**src/rtl/uart_tx_arbiter_pkg.sv**
```systemverilog
// uart_tx_arbiter_pkg: shared sizing helper and grant-mode constants.
//   clog2_min1 : ceil(log2(n)), never less than 1 (channel tag / pointer widths)
//   MODE_FIXED : lowest-index non-empty channel wins
//   MODE_RR    : round-robin starting after the last granted channel
package uart_tx_arbiter_pkg;

    localparam int MODE_FIXED = 0;
    localparam int MODE_RR    = 1;

    function automatic int clog2_min1(input int n);
        return (n > 1) ? $clog2(n) : 1;
    endfunction

endpackage

```
**src/rtl/uart_tx_arbiter_if.sv**
```systemverilog
// uart_tx_arbiter_if: byte-producer side and UART side of the arbiter.
//   in_data/in_strobe/in_ready     : per-channel write port (channel i at [i*WIDTH +: WIDTH])
//   out_data/out_strobe/out_ch     : one-cycle byte pulse to the UART with its source channel
//   out_ready                      : downstream can take a byte
//   overflow/overflow_clear        : sticky per-channel drop flags and their clear
//   master = producers/UART, slave = arbiter
interface uart_tx_arbiter_if
    import uart_tx_arbiter_pkg::*;
#(
    parameter int NUM_CH = 2,
    parameter int WIDTH  = 8
);
    localparam int CH_BITS = clog2_min1(NUM_CH);

    logic [NUM_CH*WIDTH-1:0] in_data;
    logic [NUM_CH-1:0]       in_strobe;
    logic [NUM_CH-1:0]       in_ready;
    logic [WIDTH-1:0]        out_data;
    logic                    out_strobe;
    logic [CH_BITS-1:0]      out_ch;
    logic                    out_ready;
    logic [NUM_CH-1:0]       overflow;
    logic [NUM_CH-1:0]       overflow_clear;

    modport master (
        output in_data, in_strobe, out_ready, overflow_clear,
        input  in_ready, out_data, out_strobe, out_ch, overflow
    );

    modport slave (
        input  in_data, in_strobe, out_ready, overflow_clear,
        output in_ready, out_data, out_strobe, out_ch, overflow
    );

endinterface

```
**src/rtl/uart_tx_arbiter_byte_fifo.sv**
```systemverilog
// uart_tx_arbiter_byte_fifo: small circular byte queue for one arbiter channel.
//   clk, reset : clock, asynchronous active-high reset (empties the queue)
//   push_i     : write data_i; ignored when full
//   pop_i      : drop the head entry; ignored when empty
//   data_o     : head entry (valid when !empty_o)
//   empty_o    : queue holds nothing
//   count_o    : number of entries held (0..DEPTH)
module uart_tx_arbiter_byte_fifo
    import uart_tx_arbiter_pkg::*;
#(
    parameter  int WIDTH    = 8,
    parameter  int DEPTH    = 4,
    localparam int PTR_BITS = clog2_min1(DEPTH)
) (
    input  logic                clk,
    input  logic                reset,
    input  logic                push_i,
    input  logic                pop_i,
    input  logic [WIDTH-1:0]    data_i,
    output logic [WIDTH-1:0]    data_o,
    output logic                empty_o,
    output logic [PTR_BITS:0]   count_o
);
    logic [WIDTH-1:0]    mem_q [DEPTH];
    logic [PTR_BITS-1:0] wr_q, rd_q;
    logic [PTR_BITS:0]   count_q;
    logic                do_push, do_pop;

    // fullness is judged on the count at the start of the cycle, so a
    // simultaneous pop never makes room for a push into a full queue
    assign do_push = push_i && (count_q != (PTR_BITS+1)'(DEPTH));
    assign do_pop  = pop_i && (count_q != '0);
    assign data_o  = mem_q[rd_q];
    assign empty_o = count_q == '0;
    assign count_o = count_q;

    always_ff @(posedge clk) begin
        if (do_push) mem_q[wr_q] <= data_i;
    end

    always_ff @(posedge clk or posedge reset) begin
        if (reset) begin
            wr_q    <= '0;
            rd_q    <= '0;
            count_q <= '0;
        end else begin
            if (do_push) wr_q <= wr_q + 1'b1;
            if (do_pop) rd_q <= rd_q + 1'b1;
            count_q <= count_q + (PTR_BITS+1)'(do_push) - (PTR_BITS+1)'(do_pop);
        end
    end

endmodule

```
**src/rtl/uart_tx_arbiter.sv**
```systemverilog
// uart_tx_arbiter: merges NUM_CH queued byte streams onto one UART byte port.
//   clk, reset : clock, asynchronous active-high reset (drops all queued bytes)
//   bus        : uart_tx_arbiter_if slave port
//                in_*       per-channel writes, in_ready = channel queue not full
//                out_*      registered one-cycle byte pulse with source channel tag
//                overflow   sticky per-channel drop flags, overflow_clear clears them
// Parameters: NUM_CH channels, WIDTH bits per byte, DEPTH entries per channel,
//             RR = MODE_FIXED (channel 0 highest) or MODE_RR (round-robin).
module uart_tx_arbiter
    import uart_tx_arbiter_pkg::*;
#(
    parameter int NUM_CH = 2,
    parameter int WIDTH  = 8,
    parameter int DEPTH  = 4,
    parameter int RR     = MODE_FIXED
) (
    input logic              clk,
    input logic              reset,
    uart_tx_arbiter_if.slave bus
);
    localparam int CH_BITS  = clog2_min1(NUM_CH);
    localparam int PTR_BITS = clog2_min1(DEPTH);

    logic [NUM_CH-1:0]  full, empty, pop;
    logic [WIDTH-1:0]   head  [NUM_CH];
    logic [PTR_BITS:0]  count [NUM_CH];
    logic [CH_BITS-1:0] scan, grant;
    logic               grant_valid, issue;
    logic [NUM_CH-1:0]  overflow_q, overflow_d;
    logic [WIDTH-1:0]   out_data_q;
    logic [CH_BITS-1:0] out_ch_q, last_grant_q;
    logic               out_strobe_q, holdoff_q;

    for (genvar i = 0; i < NUM_CH; i++) begin : g_fifo
        uart_tx_arbiter_byte_fifo #(.WIDTH(WIDTH), .DEPTH(DEPTH)) u_fifo (
            .clk     (clk),
            .reset   (reset),
            .push_i  (bus.in_strobe[i]),
            .pop_i   (pop[i]),
            .data_i  (bus.in_data[i*WIDTH +: WIDTH]),
            .data_o  (head[i]),
            .empty_o (empty[i]),
            .count_o (count[i])
        );
        assign full[i] = count[i] == (PTR_BITS+1)'(DEPTH);
    end

    // Scan every channel once; fixed mode starts at 0, round-robin starts
    // just after the last granted channel. First non-empty hit wins.
    always_comb begin
        grant       = '0;
        grant_valid = 1'b0;
        scan        = '0;
        for (int k = 0; k < NUM_CH; k++) begin
            scan = CH_BITS'(((RR == MODE_RR) ? int'(last_grant_q) + 1 + k : k) % NUM_CH);
            if (!grant_valid && !empty[scan]) begin
                grant       = scan;
                grant_valid = 1'b1;
            end
        end
    end

    // holdoff leaves one idle cycle after each strobe so the UART side can drop out_ready
    assign issue      = bus.out_ready && !holdoff_q && grant_valid;
    assign pop        = issue ? NUM_CH'(1) << grant : '0;
    assign overflow_d = (overflow_q & ~bus.overflow_clear) | (bus.in_strobe & full);

    always_ff @(posedge clk or posedge reset) begin
        if (reset) begin
            out_data_q   <= '0;
            out_ch_q     <= '0;
            out_strobe_q <= 1'b0;
            holdoff_q    <= 1'b0;
            overflow_q   <= '0;
            last_grant_q <= CH_BITS'(NUM_CH - 1);
        end else begin
            out_strobe_q <= issue;
            holdoff_q    <= issue;
            overflow_q   <= overflow_d;
            if (issue) begin
                out_data_q   <= head[grant];
                out_ch_q     <= grant;
                last_grant_q <= grant;
            end
        end
    end

    assign bus.in_ready   = ~full;
    assign bus.out_data   = out_data_q;
    assign bus.out_ch     = out_ch_q;
    assign bus.out_strobe = out_strobe_q;
    assign bus.overflow   = overflow_q;

endmodule

```
**src/flat_wrapper.sv**
```systemverilog
// flat-port wrapper written by rule: the top's interface ports become plain ports
module uart_tx_arbiter_flat import uart_tx_arbiter_pkg::*;
#(
    parameter int NUM_CH = 2,
    parameter int WIDTH  = 8,
    parameter int DEPTH  = 4,
    parameter int RR     = MODE_FIXED
)
  (clk, reset, bus_in_data, bus_in_strobe, bus_out_ready, bus_overflow_clear, bus_in_ready, bus_out_data, bus_out_strobe, bus_out_ch, bus_overflow);
  uart_tx_arbiter_if #(.NUM_CH(NUM_CH), .WIDTH(WIDTH)) bus_i ();
  input logic clk;
  input logic reset;
  input wire logic [$bits(bus_i.in_data)-1:0] bus_in_data;
  input wire logic [$bits(bus_i.in_strobe)-1:0] bus_in_strobe;
  input wire logic [$bits(bus_i.out_ready)-1:0] bus_out_ready;
  input wire logic [$bits(bus_i.overflow_clear)-1:0] bus_overflow_clear;
  output wire logic [$bits(bus_i.in_ready)-1:0] bus_in_ready;
  output wire logic [$bits(bus_i.out_data)-1:0] bus_out_data;
  output wire logic [$bits(bus_i.out_strobe)-1:0] bus_out_strobe;
  output wire logic [$bits(bus_i.out_ch)-1:0] bus_out_ch;
  output wire logic [$bits(bus_i.overflow)-1:0] bus_overflow;
  assign bus_i.in_data = bus_in_data;
  assign bus_i.in_strobe = bus_in_strobe;
  assign bus_i.out_ready = bus_out_ready;
  assign bus_i.overflow_clear = bus_overflow_clear;
  assign bus_in_ready = bus_i.in_ready;
  assign bus_out_data = bus_i.out_data;
  assign bus_out_strobe = bus_i.out_strobe;
  assign bus_out_ch = bus_i.out_ch;
  assign bus_overflow = bus_i.overflow;
  uart_tx_arbiter #(.NUM_CH(NUM_CH), .WIDTH(WIDTH), .DEPTH(DEPTH), .RR(RR)) u_core (.clk(clk), .reset(reset), .bus(bus_i));
endmodule
```
**config.mk**
```make
export PLATFORM = sky130hd
export DESIGN_NAME = uart_tx_arbiter_flat
export DESIGN_NICKNAME = d
export VERILOG_FILES = /design/src/rtl/uart_tx_arbiter_pkg.sv /design/src/rtl/uart_tx_arbiter_if.sv /design/src/rtl/uart_tx_arbiter_byte_fifo.sv /design/src/rtl/uart_tx_arbiter.sv /design/src/flat_wrapper.sv
export SDC_FILE = /design/constraint.sdc
export NUM_CORES = 1
export LEC_CHECK = 0
export ABC_AREA = 1
export CAP_MARGIN = 10
export CORE_MARGIN = 4
export CORE_UTILIZATION = 34
export DETAILED_ROUTE_END_ITERATION = 6
export PLACE_DENSITY = 0.6
export SETUP_SLACK_MARGIN = 0.3
export SKIP_LAST_GASP = 1
export SLEW_MARGIN = 10
export SYNTH_ARGS = -nofsm -noshare
export SYNTH_HDL_FRONTEND = slang
export SYNTH_SLANG_ARGS = --single-unit
```
**constraint.sdc**
```tcl
create_clock -name clk -period 2.6 [get_ports clk]
set_input_delay 0.26 -clock clk [delete_from_list [all_inputs] [get_ports clk]]
set_output_delay 0.26 -clock clk [all_outputs]
set_load 0.05 [all_outputs]
```
==> impl_results.md, run 1 <==
* R2r startpoint: u_core.g_fifo[1].u_fifo.count_o[0]$_DFF_PP0_
* Total Wirelength at around 7500 µm
* Synth warn at 0
* Cell variety after synth at 27
* NumNets Final at about 440
* I/O pin cnt at 37
* PostCTS Resize Cnt at 0
* Vias in the first global route at between 2000 and 2500
* IO Port Bufs at 36
* Vias per cell at 4.42
* Remaining DRCs at 0
* RSZ-0062 raised after global routing: false
* Worst-skew pair later-pin latency at 0.33 ns
* Largest net degree at the start of global routing at 27
* Final std cells w/o fill at 548
* Post-CTS setup buffer count at 0
* Synth Area per Inst at 11.3 µm²
* Critical path class: reg -> reg
* Status: complete, no violations
* Root Driver: clkbuf_16
* Flops & latches, synth at 90
* Worst VDD drop at 0.446 mV
* EDFF count, synth at 64
* CP Capture Type: register
* Mapped Area at 0.00397 mm²
* Fin. max-slew vios at 0
* CTS max path bufs at 2
* Async SR Flop Fraction at 0.289
* Max-Cap Viols at 0
* Pre-Repair DR Iteration Count at 4
* CTS tree: done
* Slew margin rel. at 0.620
* R2R setup slack at 0.50 ns
* Setup TNS Final at 0 ns
* Period utilization at 0.806
* Data required, critical path at approximately 2.8 ns
* Row count at 39
* Worst-margin pin slew at 0.571 ns
* Clock transition at path regs at 0.07 ns
* Synthesized Nets at approximately 390
* WL per Instance at 13.6 µm
* Hold crit path type: in -> async
* Final setup vio count at 0
* Initial antenna violation count at 0
* Fin util at 0.423
* Gr ovfl total at 0
* Worst reg2reg path depth at 11
* Startpoint Class: register
* Chip Width at 116 µm
* Final HPWL DP at 5170 µm
* Post-synth top area share at 0.485
* Initial core utilization at 0.347
* Routability cong. at slightly above 0.7
* Starting DRT DRC Count at 108
* Seq/Total Area, Yosys at 0.649
* Cts bufs inserted at 9
* Clock skew at 0.00783 ns
* Antenna cells at 0
* Gate Count Post-Synth at 351
* Arr. time, crit path at 2.31 ns
* Synth Flop Type: edfxtp_1
* Crit path max fanout at 10
* Die Span Y at 116 µm
* DP Cell Count at 532
* CTS H-tree lvls at 3
* Pleak at 2.02 nW
* Area Overhead vs Synth at 21.7%
* Minimum clock period at 2.10 ns
* Layout cell share with drive strength beyond 1 at 0.123
* Placeable core region at 0.0114 mm²
* Detail Route Antenna Nets at 0
* GRT Util Overall at 0.121
* Post-CTS Hold Fix Bufs at 0
* Full die area at 0.0135 mm²
* Via Count at roughly 2400
* Synth area leaders: edfxtp_1 48%, dfrtp_1 16%, nor2_1 6.1%
* Achievable frequency at around 0.48 GHz
* Final hold violation count at 0
* First-pass GRT wire length at ~12000 µm
* Dominant cell type by area after synthesis: edfxtp_1
* Critical R2R Capture: u_core.g_fifo[1].u_fifo.count_o[2]$_DFF_PP0_
* Sinks on Clock Net at 90
* PD cells at 1180 mW/mm²
[metal layers]
layer / share of wire / wire, µm / GRT usage / up-vias
met1: 0.45 / 3350 / 0.151 / 1145
met3: 0.032 / 239 / 0.0292 / 7
met4: 0.0092 / 69 / 0.0394 / 0
met2: 0.51 / 3810 / 0.207 / 32
met5: 0 / 0 / 0 / -
li1: - / - / - / 1236
[logic make-up after synthesis]
logic type	Yosys count	share of synthesized area
XOR/XNOR	8	0.0196
adder cells (fa/ha/maj)	14	0.0479
buffers and inverters	54	0.0628
AND/OR/NAND/NOR	153	0.180
flip-flops	90	0.649
AO/OA/AOI/OAI	32	0.0410
[layout by cell type (no fill, tap or decap), types with 12 or more instances in the layout]
cell / synthesis / layout
nor2_1: 64 / 64
edfxtp_1: 64 / 64
nand2_1: 52 / 52
inv_1: 40 / 39
clkdlybuf4s50_1: 0 / 36
o21ai_0: 28 / 28
dfrtp_1: 26 / 25
nand3_1: 22 / 20
buf_4: 3 / 13
ha_1: 12 / 12
[Yosys cell counts, types with 2 or more instances]
library cell / n
nand2_4: 3
o22ai_1: 2
inv_1: 40
nor2_8: 3
dfrtp_1: 26
o21ai_0: 28
buf_8: 2
nand2_1: 52
nor2_2: 3
ha_1: 12
a21oi_1: 2
xor2_1: 4
buf_4: 3
inv_2: 3
nor2_1: 64
nand2_2: 3
xnor2_1: 3
buf_2: 4
edfxtp_1: 64
fa_1: 2
nand3_1: 22
[worst max path at each step]
stage / start / endpoint
after floorplan: u_core.g_fifo[1].u_fifo.count_o[1]$_DFF_PP0_ / u_core.g_fifo[1].u_fifo.count_o[2]$_DFF_PP0_
after global placement: bus_out_ready / u_core.g_fifo[1].u_fifo.count_o[2]$_DFF_PP0_
after detailed placement: bus_out_ready / u_core.g_fifo[1].u_fifo.count_o[2]$_DFF_PP0_
after CTS: u_core.g_fifo[1].u_fifo.count_o[1]$_DFF_PP0_ / u_core.g_fifo[1].u_fifo.count_o[2]$_DFF_PP0_
after global routing: u_core.g_fifo[1].u_fifo.count_o[1]$_DFF_PP0_ / u_core.g_fifo[1].u_fifo.count_o[2]$_DFF_PP0_
final: u_core.g_fifo[1].u_fifo.count_o[0]$_DFF_PP0_ / u_core.g_fifo[1].u_fifo.count_o[2]$_DFF_PP0_
[report_power, final]
part	total, W	switching, W	leakage (nW)	internal [W]
registers	0.00226	0.000300	0.902	0.00196
clock network	0.00131	0.000552	0.144	0.000756
logic	0.00212	0.00135	0.972	0.000768
[per-stage QoR]
stage               area, µm²  setup WS [ns]  hold slack, ns  total power (W)
detailed placement       4530          0.198           0.503          0.00444
global route             4830          0.356           0.319          0.00610
CTS                      4830          0.423           0.291          0.00576
floorplan                3980          0.295           0.300          0.00381
global placement         4530          0.229           0.490          0.00438
finish                   4830          0.503           0.283          0.00568
[state kept, by name, summed over array words and instances (netlist names)]
register and flops:
u_core.bus.out_ch 1, u_core.bus.out_data 8, u_core.bus.out_strobe 1, u_core.bus.overflow 2, u_core.g_fifo.u_fifo.count_o 6, u_core.g_fifo.u_fifo.mem_q 64
u_core.g_fifo.u_fifo.rd_q 4, u_core.g_fifo.u_fifo.wr_q 4
[cell type report]
cell class                 count  area (µm²)
clock buffer                  10         229
clock inverter                 6        72.6
fill                        1098        6590
inverter                      43         161
multi-input combinational    207        1150
sequential                    90        2570
tap                          143         179
timing repair buffer          49         458
[worst max-delay path, cell delays in order, from the launching register on]
cell and delay [ns]:
dfrtp_1 0.39, inv_1 0.14, nand3b_4 0.11, nand2_4 0.15, nor2_8 0.04, ha_1 0.26, inv_1 0.05, ha_1 0.12
inv_1 0.04, fa_1 0.38, xnor2_1 0.15, xor2_1 0.14
No activity file was read; power rests on OpenSTA's default activity.
==> inputs of run 2 (changes only) <==
PLACE_DENSITY = 0.62   (was 0.6)
clock period = 1.9 ns   (was 2.6 ns; I/O delays follow)
==> run 2 against run 1 <==
The run now ends with setup timing left. Hold slack worse by 0.078 ns. Maximum frequency is 10% higher. Via count is 3.4% higher. Sequential power is 36% higher. Register-to-register slack worse by 0.51 ns. Combinational power is 57% higher. Setup slack worse by 0.51 ns.
==> impl_results.md, run 2 (synthesis results as in run 1) <==
* DP Cell Count at 547 (+2.8%)
* DR WL met3 at 317 µm (+33%)
* Arr. time, crit path at 2.12 ns (-0.19 ns)
* Placeable core region at 0.0114 mm² (unchanged)
* Design area at 0.00510 mm² (+5.6%)
* Vias per cell at 4.40 (-0.39%)
* Full die area at 0.0135 mm² (unchanged)
* Final hold violation count at 0 (unchanged)
* Via Count at 2503 (+3.4%)
* CTS tree: done
* Pleak at 2.15 nW (+6.3%)
* Worst VDD drop at 0.682 mV (+53%)
* Final setup vio count at 1 (+1)
* Antenna cells at 0 (unchanged)
* Final WS setup at -0.00252 ns (-0.506 ns)
* Final std cells w/o fill at 569 (+3.8%)
* CP Capture Type: register
* Detail Route Antenna Nets at 0 (unchanged)
* Critical R2R Capture: u_core.g_fifo[1].u_fifo.count_o[2]$_DFF_PP0_
* Fillers at 1066 (-2.9%)
* Slew margin rel. at 0.654 (+0.0347)
* RSZ-0062 raised after global routing: true
* Fin. max-slew vios at 0 (unchanged)
* Post-CTS Hold Fix Bufs at 0 (unchanged)
* Routability cong. at 0.698 (-3.6%)
* Vias in the first global route at 2523 (+2.2%)
* Period utilization at 1.00 (+0.195)
* Max-Cap Viols at 0 (unchanged)
* CTS max path bufs at 2 (unchanged)
* Commonest non-fill, non-tap cell in the layout: edfxtp_1
* Data required, critical path at 2.12 ns (-0.69 ns)
* Minimum clock period at 1.90 ns (-0.194 ns)
* WL per Instance at 13.2 µm (-3.1%)
* Status: finished, violations left
* Met1 wire length at 3370 µm (+0.51%)
* Layout cell share with drive strength beyond 1 at 0.223 (+0.0995)
* Failing checks: setup timing
* Fin util at 0.447 (+0.0238)
* Gr ovfl total at 0 (unchanged)
* DP Area at 0.00474 mm² (+4.7%)
* IO Port Bufs at 36 (unchanged)
* Initial antenna violation count at 0 (unchanged)
* PD cells at 1610 mW/mm² (+37%)
* Cts bufs inserted at 9 (unchanged)
* Area Overhead vs Synth at 28.6%
* Sinks on Clock Net at 90 (unchanged)
* Uppermost layer routed: met4
* Hold crit path type: in -> async
* Max reg flops at 64 (unchanged)
* NumNets Final at 458 (+4.8%)
* Die Span Y at 116 µm (unchanged)
* Worst reg2reg path depth at 10 (-1)
* Startpoint Class: register
* Row count at 39 (unchanged)
* R2r startpoint: u_core.bus.out_strobe$_DFF_PP0_
* Remaining DRCs at 0 (unchanged)
* Root Driver: clkbuf_16
* Crit path max fanout at 2 (-8)
* Top reg by flops: u_core.g_fifo.u_fifo.mem_q
* Chip Width at 116 µm (unchanged)
* Most frequent cells in the layout: 64 x edfxtp_1, 60 x nor2_1, 52 x nand2_1, 34 x buf_4, 30 x inv_1
* Metal2 WL at 3770 µm (-1.2%)
* First-pass GRT wire length at 12500 µm (+0.84%)
* CTS H-tree lvls at 3 (unchanged)
* I/O pin cnt at 37 (unchanged)
* Clock transition at path regs at 0.07 ns (about the same)
* Worst-margin pin slew at 0.519 ns (-0.0521 ns)
* Total Wirelength at 7520 µm (+0.60%)
* Pre-Repair DR Iteration Count at 5 (+1)
* GRT Util Overall at 0.122 (+0.000802)
* Worst-skew pair later-pin latency at 0.34 ns (about the same)
* Final HPWL DP at 5270 µm (+1.9%)
* Largest net degree at the start of global routing at 27 (unchanged)
* R2R setup slack at -0.003 ns (-0.51 ns)
* Achievable frequency at 0.526 GHz (+10%)
* Initial core utilization at 0.347 (unchanged)
* Starting DRT DRC Count at 129 (+19%)
* Clock skew at 0.00805 ns (+0.000216 ns)
* Critical path class: reg -> reg
* Placement Setup Slack at -0.376 ns (-0.574 ns)
## run 2: changes by cell type in the layout (fill, tap and decap cells not counted), sizes merged, moves of 3 or more
cell           previous run  this run
dlygate4sd2               0        12
clkdlybuf4s50            36        22
buf                      13        36
clkinvlp                  1         4
## run 2: per-layer routing
layer,GRT usage,up-vias
li1,-,1279
met1,0.152,1183
met2,0.205,36
met3,0.0360,5
met4,0.0394,0
met5,0,-
## run 2: area by class of cell
cell class,count,area [µm²],area share
inverter,43,170,0.0334
sequential,90,2570,0.505
clock inverter,7,86.3,0.0169
clock buffer,9,225,0.0442
timing repair buffer,70,603,0.118
tap,143,179,0.0351
multi-input combinational,207,1260,0.247
## run 2: timing repair
| action | 4_1_cts | 5_1_grt |
|---|---|---|
| pin swaps | 4 | 2 |
| resized for setup | 16 | 3 |
| buffers inserted | 1 | 5 |
| cloned | 0 | 0 |
| setup endpoints to repair | 16 | 5 |
## run 2: per-stage QoR
| stage | total power, W | TNS [ns] | hold WS (ns) |
|---|---|---|---|
| floorplan | 0.00539 | -0.511 | 0.230 |
| global placement | 0.00636 | -0.963 | 0.519 |
| detailed placement | 0.00645 | -1.09 | 0.503 |
| CTS | 0.00825 | -0.0242 | 0.218 |
| global route | 0.00883 | -0.0758 | 0.255 |
| finish | 0.00822 | -0.00252 | 0.205 |
## run 2: critical path, cell delays in order (launching register included)
cell and delay (ns):
dfrtp_2 0.44, nor2_8 0.13, nand2_8 0.07, nor2_8 0.11, ha_4 0.20, inv_2 0.06
ha_4 0.11, inv_2 0.03, fa_2 0.35, xnor2_2 0.15, xor2_1 0.14
## run 2: how the worst max path moves through the flow
stage                                            startpoint                                           end
2_1_floorplan               u_core.bus.out_strobe$_DFF_PP0_  u_core.g_fifo[1].u_fifo.count_o[2]$_DFF_PP0_
3_3_place_gp                                  bus_out_ready  u_core.g_fifo[1].u_fifo.count_o[2]$_DFF_PP0_
3_5_place_dp                                  bus_out_ready  u_core.g_fifo[1].u_fifo.count_o[2]$_DFF_PP0_
4_1_cts        u_core.g_fifo[1].u_fifo.count_o[1]$_DFF_PP0_  u_core.g_fifo[1].u_fifo.count_o[2]$_DFF_PP0_
5_1_grt        u_core.g_fifo[1].u_fifo.count_o[1]$_DFF_PP0_  u_core.g_fifo[1].u_fifo.count_o[2]$_DFF_PP0_
6_report                    u_core.bus.out_strobe$_DFF_PP0_  u_core.g_fifo[1].u_fifo.count_o[2]$_DFF_PP0_
## run 2: report_power, final
group | internal [W] | total (W) | switching (W)
Sequential | 0.00269 | 0.00307 | 0.000387
Combinational | 0.00130 | 0.00332 | 0.00202
Clock | 0.00104 | 0.00182 | 0.000783
==> inputs of run 3 (changes only) <==
SLEW_MARGIN = 20   (was 10)
==> results of run 3 <==
No change in the layout: final DEF, timing and power equal those of run 2.
